===== config.mk =====
export PLATFORM = sky130hd
export DESIGN_NAME = pc_sequencer
export DESIGN_NICKNAME = d
export VERILOG_FILES = /design/src/rtl/riscv_pc_pkg.sv /design/src/rtl/next_pc_calc.sv /design/src/rtl/pc_sequencer.sv
export SDC_FILE = /design/constraint.sdc
export NUM_CORES = 1
export LEC_CHECK = 0
export ABC_AREA = 0
export BUFFER_PORTS_ARGS = -buffer_cell sky130_fd_sc_hd__buf_2
export CAP_MARGIN = 15
export CORE_MARGIN = 3
export CORE_UTILIZATION = 50
export CTS_BUF_LIST = sky130_fd_sc_hd__clkbuf_8
export CTS_CLUSTER_SIZE = 16
export DETAILED_ROUTE_END_ITERATION = 8
export PLACE_DENSITY = 0.83
export SETUP_SLACK_MARGIN = 0.02
export SKIP_CTS_REPAIR_TIMING = 1
export SYNTH_ARGS = -nofsm -noshare
export SYNTH_HDL_FRONTEND = slang
export SYNTH_SLANG_ARGS = --single-unit

===== constraint.sdc =====
create_clock -name clk -period 3.5 [get_ports clk]
set_clock_uncertainty 0.15 [all_clocks]
set_input_delay 0.175 -clock clk [delete_from_list [all_inputs] [get_ports clk]]
set_output_delay 0.175 -clock clk [all_outputs]
set_load 0.005 [all_outputs]

===== src/rtl/riscv_pc_pkg.sv =====
// Shared types and constants for the fetch/next-PC sequencer.
package riscv_pc_pkg;

    typedef enum logic [2:0] {
        ST_IDLE,
        ST_REQ,
        ST_WAIT,
        ST_EXEC,
        ST_TRAP
    } pc_state_t;

    localparam logic [1:0] CAUSE_NONE     = 2'b00;
    localparam logic [1:0] CAUSE_MISALIGN = 2'b01;
    localparam logic [1:0] CAUSE_TIMEOUT  = 2'b10;

    localparam logic [31:0] DEFAULT_RESET_PC = 32'h0040_0000;

endpackage


===== src/rtl/next_pc_calc.sv =====
// Combinational next-PC select (JALR > JAL > taken branch > PC+4) with misalign detect.
module next_pc_calc (
    input  logic [31:0] pc,
    input  logic [31:0] imm,
    input  logic [31:0] alu_result,
    input  logic        branch,
    input  logic        jal,
    input  logic        jalr,
    output logic [31:0] next_pc,
    output logic        misalign
);

    logic [31:0] pc_imm;
    logic [31:0] pc_seq;

    always_comb begin
        pc_imm = pc + imm;
        pc_seq = pc + 32'd4;
        if (jalr) begin
            next_pc = {alu_result[31:1], 1'b0};
        end else if (jal) begin
            next_pc = pc_imm;
        end else if (branch && alu_result[0]) begin
            next_pc = pc_imm;
        end else begin
            next_pc = pc_seq;
        end
        misalign = |next_pc[1:0];
    end

endmodule


===== src/rtl/pc_sequencer.sv =====
// Fetch handshake, one-cycle execute hold and next-PC update with sticky traps.
// Optional perf counters: define PC_PERF_COUNTERS_EN.
module pc_sequencer
    import riscv_pc_pkg::*;
#(
    parameter logic [31:0] RESET_PC      = DEFAULT_RESET_PC,
    parameter int unsigned FETCH_TIMEOUT = 16
) (
    input  logic        clk,
    input  logic        reset,
    output logic        Fetch_Req_o,
    output logic [31:0] Fetch_Addr_o,
    input  logic        Fetch_Gnt_i,
    input  logic        Fetch_Rvalid_i,
    input  logic [31:0] Fetch_Data_i,
    output logic [31:0] Instr_o,
    output logic        Instr_Valid_o,
    output logic [31:0] PC_o,
    output logic [31:0] PC_Plus4_o,
    input  logic        Branch_i,
    input  logic        Jal_i,
    input  logic        Jalr_i,
    input  logic [31:0] Imm_i,
    input  logic [31:0] ALU_Result_i,
    output logic        Trap_o,
    output logic [1:0]  Trap_Cause_o
`ifdef PC_PERF_COUNTERS_EN
    ,
    output logic [31:0] Retired_Count_o,
    output logic [31:0] Taken_Count_o
`endif
);

    pc_state_t   state, next_state;
    logic [7:0]  timeout_cnt;
    logic [31:0] pc_q;
    logic [31:0] next_pc;
    logic        misalign;
    logic        wait_expired;

    next_pc_calc u_next_pc_calc (
        .pc         (pc_q),
        .imm        (Imm_i),
        .alu_result (ALU_Result_i),
        .branch     (Branch_i),
        .jal        (Jal_i),
        .jalr       (Jalr_i),
        .next_pc    (next_pc),
        .misalign   (misalign)
    );

    // The WAIT cycle that would bring the count to FETCH_TIMEOUT is the last one.
    assign wait_expired = (timeout_cnt == 8'(FETCH_TIMEOUT - 1));

    always_ff @(posedge clk) begin
        if (!reset) begin
            state <= ST_IDLE;
        end else begin
            state <= next_state;
        end
    end

    always_comb begin
        next_state = state;
        case (state)
            ST_IDLE: next_state = ST_REQ;
            ST_REQ: begin
                if (Fetch_Gnt_i) begin
                    next_state = Fetch_Rvalid_i ? ST_EXEC : ST_WAIT;
                end
            end
            ST_WAIT: begin
                if (Fetch_Rvalid_i) begin
                    next_state = ST_EXEC;
                end else if (wait_expired) begin
                    next_state = ST_TRAP;
                end
            end
            ST_EXEC: next_state = misalign ? ST_TRAP : ST_REQ;
            ST_TRAP: next_state = ST_TRAP;
            default: next_state = ST_IDLE;
        endcase
    end

    always_comb begin
        Fetch_Req_o   = (state == ST_REQ);
        Instr_Valid_o = (state == ST_EXEC);
        PC_o          = pc_q;
        Fetch_Addr_o  = pc_q;
        PC_Plus4_o    = pc_q + 32'd4;
    end

    always_ff @(posedge clk) begin
        if (!reset) begin
            pc_q         <= RESET_PC;
            Instr_o      <= '0;
            Trap_o       <= 1'b0;
            Trap_Cause_o <= CAUSE_NONE;
            timeout_cnt  <= '0;
        end else begin
            timeout_cnt <= (state == ST_WAIT && next_state == ST_WAIT) ? timeout_cnt + 8'd1 : '0;
            case (state)
                ST_REQ: begin
                    if (Fetch_Gnt_i && Fetch_Rvalid_i) begin
                        Instr_o <= Fetch_Data_i;
                    end
                end
                ST_WAIT: begin
                    if (Fetch_Rvalid_i) begin
                        Instr_o <= Fetch_Data_i;
                    end else if (wait_expired) begin
                        Trap_o       <= 1'b1;
                        Trap_Cause_o <= CAUSE_TIMEOUT;
                    end
                end
                ST_EXEC: begin
                    if (misalign) begin
                        Trap_o       <= 1'b1;
                        Trap_Cause_o <= CAUSE_MISALIGN;
                    end else begin
                        pc_q <= next_pc;
                    end
                end
                default: ;
            endcase
        end
    end

`ifdef PC_PERF_COUNTERS_EN
    logic redirect;
    assign redirect = Jalr_i | Jal_i | (Branch_i & ALU_Result_i[0]);

    always_ff @(posedge clk) begin
        if (!reset) begin
            Retired_Count_o <= '0;
            Taken_Count_o   <= '0;
        end else if (state == ST_EXEC && !misalign) begin
            Retired_Count_o <= Retired_Count_o + 32'd1;
            if (redirect) begin
                Taken_Count_o <= Taken_Count_o + 32'd1;
            end
        end
    end
`endif

endmodule


## After elaboration in Yosys (flattened, before gate mapping)

Cells that the tools add are included.

| storage, ports and cells | value |
|---|---|
| register bits | 78 |
| output and inout port bits | 133 |

| operators by class | value |
|---|---|
| reduce and logical (&&, ||, !) cells | 11 |
| bitwise operators | 1 |
| add/subtract/negate cells | 3 |
| equal/unequal tests | 11 |
| multiplexer cells | 20 |

Operator list:

| operator | count |
|---|---|
| $mux 32 | 5 |
| $pmux 32 s2 | 1 |
| $add 32x3->32 const B | 1 |
| $add 32x32->32 | 1 |
| $pmux 3 s5 | 1 |
| $mux 3 | 4 |
| $eq 3x2->1 const B | 3 |
| $add 8x1->8 const B | 1 |
| $eq 8x4->1 const B | 1 |
| $mux 2 | 3 |
| $ne 2x2->1 const B | 3 |
| $mux 1 | 4 |
| $ne 2x1->1 const B | 2 |
| $pmux 2 s2 | 1 |
| $reduce_and 2->1 | 2 |
| $reduce_and 4->1 | 1 |
| $reduce_bool 2->1 | 2 |
| $eq 3x1->1 const B | 1 |
| $eq 3x3->1 const B | 1 |
| $logic_and 1x1->1 | 3 |
| $logic_not 3->1 | 1 |
| $reduce_and 3->1 | 1 |
| $pmux 1 s2 | 1 |
| $reduce_or 2->1 | 1 |
| $not 1->1 | 1 |

## Depth between registers and ports, before layout

Gate-level depths: netlist of the first run.

| depth | value |
|---|---|
| depth in word-level cells | 10 |
| mapped depth | 12 |
| mapped depth without buffers | 12 |

## Cells and area by module

A second synthesis of the first run with hierarchy kept.

| second synthesis, totals | value |
|---|---|
| cells, all modules | 878 |
| area, all modules | 6642.6 um2 |

Modules (own cells, without submodules):

| module | area an instance (um2) | cells an instance | times used |
|---|---|---|---|
| pc_sequencer | 3783.6 | 441 | 1 |
| next_pc_calc | 2859.0 | 437 | 1 |

## Worst setup path before layout of the first run

No wires, ideal clock.

| timing path | value |
|---|---|
| kind | reg2reg |
| from | register pc_q[0], in the netlist Fetch_Addr_o[0] |
| to | register pc_q[30], in the netlist Fetch_Addr_o[30] |
| data required time | 3.233 ns |
| clock period less this slack | 2.938 ns |
| buffers on the path | 0 |
| data arrival time | 2.670 ns |
| setup time | 0.117 ns |
| slack | 0.562 ns |
| cell stages (with the launch flop) | 13 |
| path through | dfxtp_1 > ha_1 > fa_1 > a21oi_1 > o211a_1 > o31a_1 > a21oi_1 > a21o_2 > a221oi_4 > a21oi_2 > xnor2_1 > nand2_1 > a32o_1 |

| between the ends | value |
|---|---|
| cells in the longest elaborated chain, start to end | 7 |

RTL lines:

| element | line | source |
|---|---|---|
| start, declared | pc_sequencer.sv:36 | `logic [31:0] pc_q;` |
| start signal, assigned | pc_sequencer.sv:121 | `pc_q <= next_pc;` |
| $add 32x3->32 / $add 32x32->32 (equally long branches) | next_pc_calc.sv:18, next_pc_calc.sv:17 |  |
| $mux 32 | next_pc_calc.sv:23 | `end else if (branch && alu_result[0]) begin` |
| $mux 32 (*) | next_pc_calc.sv:21 | `end else if (jal) begin` |
| $mux 32 (*) | next_pc_calc.sv:19 | `if (jalr) begin` |
| $reduce_or 2->1 | next_pc_calc.sv:28 | `misalign = \|next_pc[1:0];` |
| $not 1->1 (no line) | -- |  |
| $reduce_and 2->1 (no line) | -- |  |

Mark *: on every way between the ends. The rest lies on a longest branch, timed or not.
A chain may end at the register's enable or synchronous reset.

## Final worst setup path of the first run

Same ends and word-level chain as after synthesis.

==> results of run 1 <==
worst min-delay path: stages:
cell	delay, ns
buf_2	0.08
o21ai_0	0.06
o21ai_0	0.13
stage by stage:
stage | utilization [%] | cell area [µm²]
6_report | 66.6 | 7310
5_1_grt | 66.6 | 7310
4_1_cts | 63.4 | 6960
3_5_place_dp | 61.6 | 6760
3_3_place_gp | 61.6 | 6760
2_1_floorplan | - | 5700
final cells by class:
type	count	area, µm²	area share [%]
Timing Repair Buffer	283	1620	22.2
Multi-Input combinational cell	577	3690	50.5
Tap cell	140	175	2.40
Sequential cell	78	1560	21.4
Clock inverter	7	76.3	1.04
Inverter	15	56.3	0.770
Clock buffer	9	124	1.69
flip-flops by register name, summed over array words and instances, names as in the netlist:
name,cells
state,3
Trap_o,1
Fetch_Addr_o,32
timeout_cnt,8
Instr_o,32
Trap_Cause_o,2
kinds of logic after synthesis:
kind of cell    share of synthesized area [%]
flops                                    27.4
compound gates                           26.8
fa+ha+maj                                7.60
mux                                     0.351
xor+xnor                                 9.07
buf+inv                                  7.99
simple gates                             20.8
layout by cell type (no fill, tap or decap), types with 33 or more instances in the layout:
cell type,instances
xnor2_1,36
a21oi_1,43
nand2_1,122
nor2_1,45
a21boi_0,34
dfxtp_1,78
ha_1,33
buf_2,235
dlygate4sd3_1,35
o21ai_0,45
worst paths after layout:
path	from	end	slack (ns)	cells past startpoint
setup reg to reg	Fetch_Addr_o[0]	Fetch_Addr_o[30]	0.22	12
setup / recovery	Fetch_Addr_o[0]	Fetch_Addr_o[30]	0.22	12
hold / removal	ALU_Result_i[17]	Fetch_Addr_o[17]	-0.03	3
hold reg to reg	timeout_cnt[0]	timeout_cnt[0]	0.31	1
routing by layer:
metal,up-vias,track usage (%)
met2,329,43.2
met4,2,6.49
met5,-,0
met1,2832,32.8
li1,3039,-
met3,31,4.06
power by group:
group	internal, mW	switching [mW]	total, mW
clock	0.285	0.408	0.693
combinational	0.207	0.239	0.446
sequential	0.914	0.0268	0.941
total	1.41	0.673	2.08
==> impl_metrics.csv, run 1 <==
group,metric,value,unit
status,outcome,"finished, violations left",
status,failed_checks,"hold timing",
route,drt_first_pass_iters,7,
synth,synth_area,0.00570,mm²
layout,stdcell_count,1109,
route,wl_met3,1780,µm
critical_path,cpLargestDelayFamily,"compound AO/OA/AOI/OAI gates",
clock_network,cts.reportedPaths.clkPinSlew,0.10,ns
synth,synthCells,741,
die,initial_core_util,51.9,%
layout,syn_to_final_growth,28.3,%
timing,tightest_slew,0.794,ns
route,drc_errors,0,
grt,grt_pass1_wl,26500,µm
timing,rsz0062_at_grt,"false",
timing,period_minus_slack,3.28,ns
power,p_total,2.08,mW
placed_design,dp_slack,0.279,ns
placed_design,dp.cells,1058,
critical_path,crit_buf_inv,0,
route,top_layer_used,"met5",
synth,ys.warnings.count,0,
timing,fmax,305,MHz
synth,yosys.area.top_type_share,27.4,%
clock_network,cts-root-buf,"clkbuf_8",
synth,async_flop_share,0,%
synth,yosysSeqAreaShare,27.4,%
route,ant_nets,0,
grt,grt_max_degree,64,
synth,synth_top_area_cell,"dfxtp_1",
critical_path,cpMaxStageDelayCell,"fa_1",
placed_design,io_buffers,235,
job,maxCapViolCount,0,
critical_path,critPathMaxStageDelay,0.41,ns
layout,fillers,910,
route,met2_wirelength,8510,µm
power,max-vdd-ir-drop,0.178,mV
critical_path,crit_fanout,6,
timing,slew_violations,0,
route,vias,6233,
critical_path,end_kind,"flip-flop",
route,via_per_inst,5.62,
die,die-width,113,µm
route,wl_met1,7320,µm
timing,hold_viol_final,2,
die,fp.dieH,113,µm
layout,drive_gt1_share,28.9,%
synth,synth.distinct_cells,64,
worst_hold_path,worstHoldPathType,"in -> reg",
synth,synth_area_leaders,"dfxtp_1 (27%), nand2_1 (8.0%), ha_1 (7.2%)",
synth,yosys_most_used_dff,"dfxtp_1",
grt,overflow,0,
grt,grt_pass1_vias,5547,
synth,yosysMostFrequentCell,"nand2_1",
route,drt_iter0_drc,506,
route,finalWirelength,17800,µm
die,io_pins,236,
power,p_leak,3.56,nW
synth,synth-seq-cells,78,
timing,finalCritPeriodShare,93.8,%
timing,finalSetupViolCount,0,
clock_network,htreeDepth,3,
power,powerDensity,284,mW/mm²
critical_path,arrival,3.38,ns
critical_path,worst_ep_required_time,3.59,ns
synth,synth_common_cells,"nand2_1 (122), dfxtp_1 (78), nor2_1 (45), o21ai_0 (45), a21oi_1 (43)",
layout,antenna_cells,0,
clock_network,cts_buffers,9,
route,wl_per_cell,16.1,µm
critical_path,crit_top_cell,"a21oi_1",
critical_path,crit_type,"reg -> reg",
critical_path,worstSetupStartpointType,"flip-flop",
synth,avgSynthCellArea,7.69,µm²
die,num_rows,38,
die,core_area,0.0110,mm²
die,dieArea,0.0127,mm²
timing,setup-tns-final,0,ns
grt,antenna_found_initial,1,
layout,nets,1101,
clock_network,cts.sinks,78,
critical_path,path_cells,"ha_1 > fa_1 > a21oi_1 > o211a_1 > o31a_1 > a21oi_1 > a21o_2 > a221oi_4 > a21oi_2 > xnor2_1 > nand2_1 > a32o_1",
clock_network,clk_path_buf_depth,2,
clock_network,cts_tree,"done",
timing,slew_headroom,46.6,%
synth,syn_nets,878,
placed_design,gp_congestion,0.906,
synth,synth_edf_count,0,
placed_design,dp_hpwl,12800,µm
grt,track_usage,25.1,%
timing,whs,-0.0284,ns
clock_network,clock_latency,0.35,ns
timing,fin_ws,0.218,ns
Power figures use the tool's default switching activity.
==> run 2, diff against run 1 <==
Settings changed: MAX_ROUTING_LAYER set to met4.
==> run 2 against run 1 <==
The run still ends with hold timing left; die area did not move; flip-flop and latch count did not move; largest power group unchanged; clock power barely moved; power barely moved; worst setup slack improved by 0.016 ns; sequential power barely moved; fmax rose by 0.49%.
==> impl_metrics.csv, run 2 (synthesis gave the netlist of run 1 again) <==
group,metric,value,unit
layout,nets,1101,
clock_network,cts_buffers,9,
layout,syn_to_final_growth,28.3,%
die,io_pins,236,
layout,layout_commonest_cell,"buf_2",
clock_network,cts.sinks,78,
power,p_leak,3.56,nW
clock_network,clock_latency,0.35,ns
timing,finalCritPeriodShare,93.3,%
placed_design,io_buffers,235,
grt,grt_pass1_vias,5555,
status,failed_checks,"hold timing",
status,outcome,"finished, violations left",
placed_design,dp_slack,0.279,ns
timing,setup-tns-final,0,ns
timing,rsz0062_at_grt,"false",
critical_path,arrival,3.36,ns
grt,grt_pass1_wl,26500,µm
power,powerDensity,284,mW/mm²
critical_path,cpLargestDelayFamily,"compound AO/OA/AOI/OAI gates",
timing,period_minus_slack,3.27,ns
die,die-width,113,µm
clock_network,cts-root-buf,"clkbuf_8",
route,finalWirelength,17900,µm
grt,track_usage,25.8,%
critical_path,critPathMaxStageDelay,0.41,ns
placed_design,gp_congestion,0.921,
route,drt_iter0_drc,449,
clock_network,htreeDepth,3,
grt,overflow,0,
critical_path,worst_ep_required_time,3.60,ns
route,wl_per_cell,16.1,µm
worst_hold_path,worstHoldPathType,"in -> reg",
route,drc_errors,0,
die,num_rows,38,
critical_path,crit_buf_inv,0,
die,core_area,0.0110,mm²
grt,grt_max_degree,64,
die,initial_core_util,51.9,%
route,via_per_inst,5.62,
clock_network,cts_tree,"done",
route,ant_nets,0,
layout,final_cell_mix,"buf_2 (235), nand2_1 (122), dfxtp_1 (78), o21ai_0 (45), nor2_1 (45)",
critical_path,end_kind,"flip-flop",
critical_path,worstSetupStartpointType,"flip-flop",
placed_design,dp.cells,1058,
timing,slew_headroom,46.8,%
critical_path,crit_fanout,6,
route,vias,6234,
timing,whs,-0.0280,ns
timing,hold_viol_final,2,
timing,tightest_slew,0.791,ns
grt,antenna_found_initial,1,
power,max-vdd-ir-drop,0.179,mV
timing,slew_violations,0,
timing,finalSetupViolCount,0,
placed_design,dp_hpwl,12800,µm
critical_path,crit_type,"reg -> reg",
job,maxCapViolCount,0,
critical_path,cpMaxStageDelayCell,"fa_1",
die,fp.dieH,113,µm
layout,drive_gt1_share,28.9,%
critical_path,crit_top_cell,"a21oi_1",
timing,fin_ws,0.234,ns
timing,fmax,306,MHz
critical_path,path_cells,"ha_1 > fa_1 > a21oi_1 > o211a_1 > o31a_1 > a21oi_1 > a21o_2 > a221oi_4 > a21oi_2 > xnor2_1 > nand2_1 > a32o_1",
clock_network,clk_path_buf_depth,2,
route,drt_first_pass_iters,6,
layout,stdcell_count,1110,
clock_network,cts.reportedPaths.clkPinSlew,0.10,ns
die,dieArea,0.0127,mm²
layout,fillers,909,
## run 2: cell count changes in the layout (fill, tap and decap cells not counted)
cell	previous run	this run
diode_2	0	1
## run 2: area by class of cell
class	instances	area, µm²	share of cell area [%]
Sequential cell	78	1560	21.3
Tap cell	140	175	2.39
Clock inverter	7	76.3	1.04
Multi-Input combinational cell	577	3690	50.5
Clock buffer	9	124	1.69
Antenna cell	1	2.50	0.0342
Timing Repair Buffer	283	1620	22.2
Inverter	15	56.3	0.770
## run 2: metrics by stage
step | instance area [µm²] | util (%) | hold slack [ns] | power (mW)
finish | 7310 | 66.6 | -0.0280 | 2.08
global route | 7310 | 66.6 | 0.0214 | 2.18
global placement | 6760 | 61.6 | 0.279 | 1.36
detailed placement | 6760 | 61.6 | 0.286 | 1.37
floorplan | 5700 | - | 0.170 | 1.21
CTS | 6960 | 63.4 | -0.103 | 2.05
## run 2: worst paths after layout
path         slack (ns)             start          endpoint  cells past startpoint
min reg2reg        0.31    timeout_cnt[0]    timeout_cnt[0]                      1
min               -0.03  ALU_Result_i[17]  Fetch_Addr_o[17]                      3
max reg2reg        0.23   Fetch_Addr_o[0]  Fetch_Addr_o[30]                     12
max                0.23   Fetch_Addr_o[0]  Fetch_Addr_o[30]                     12
## run 2: routing by layer
layer | vias up | wire length, µm | GRT usage (%)
li1 | 3034 | - | -
met1 | 2856 | 7520 | 33.0
met2 | 316 | 8530 | 43.3
met3 | 28 | 1620 | 3.42
met4 | 0 | 214 | 6.49
met5 | - | 0 | -
## run 2: power breakdown
part	total (mW)	leakage, nW	internal [mW]	switching, mW
clock network	0.692	0.103	0.285	0.407
registers	0.941	0.632	0.914	0.0267
logic	0.447	2.82	0.207	0.240
## run 2: tightest hold or removal path: stages
cell and delay [ns]:
buf_2 0.08, o21ai_0 0.06, o21ai_0 0.12
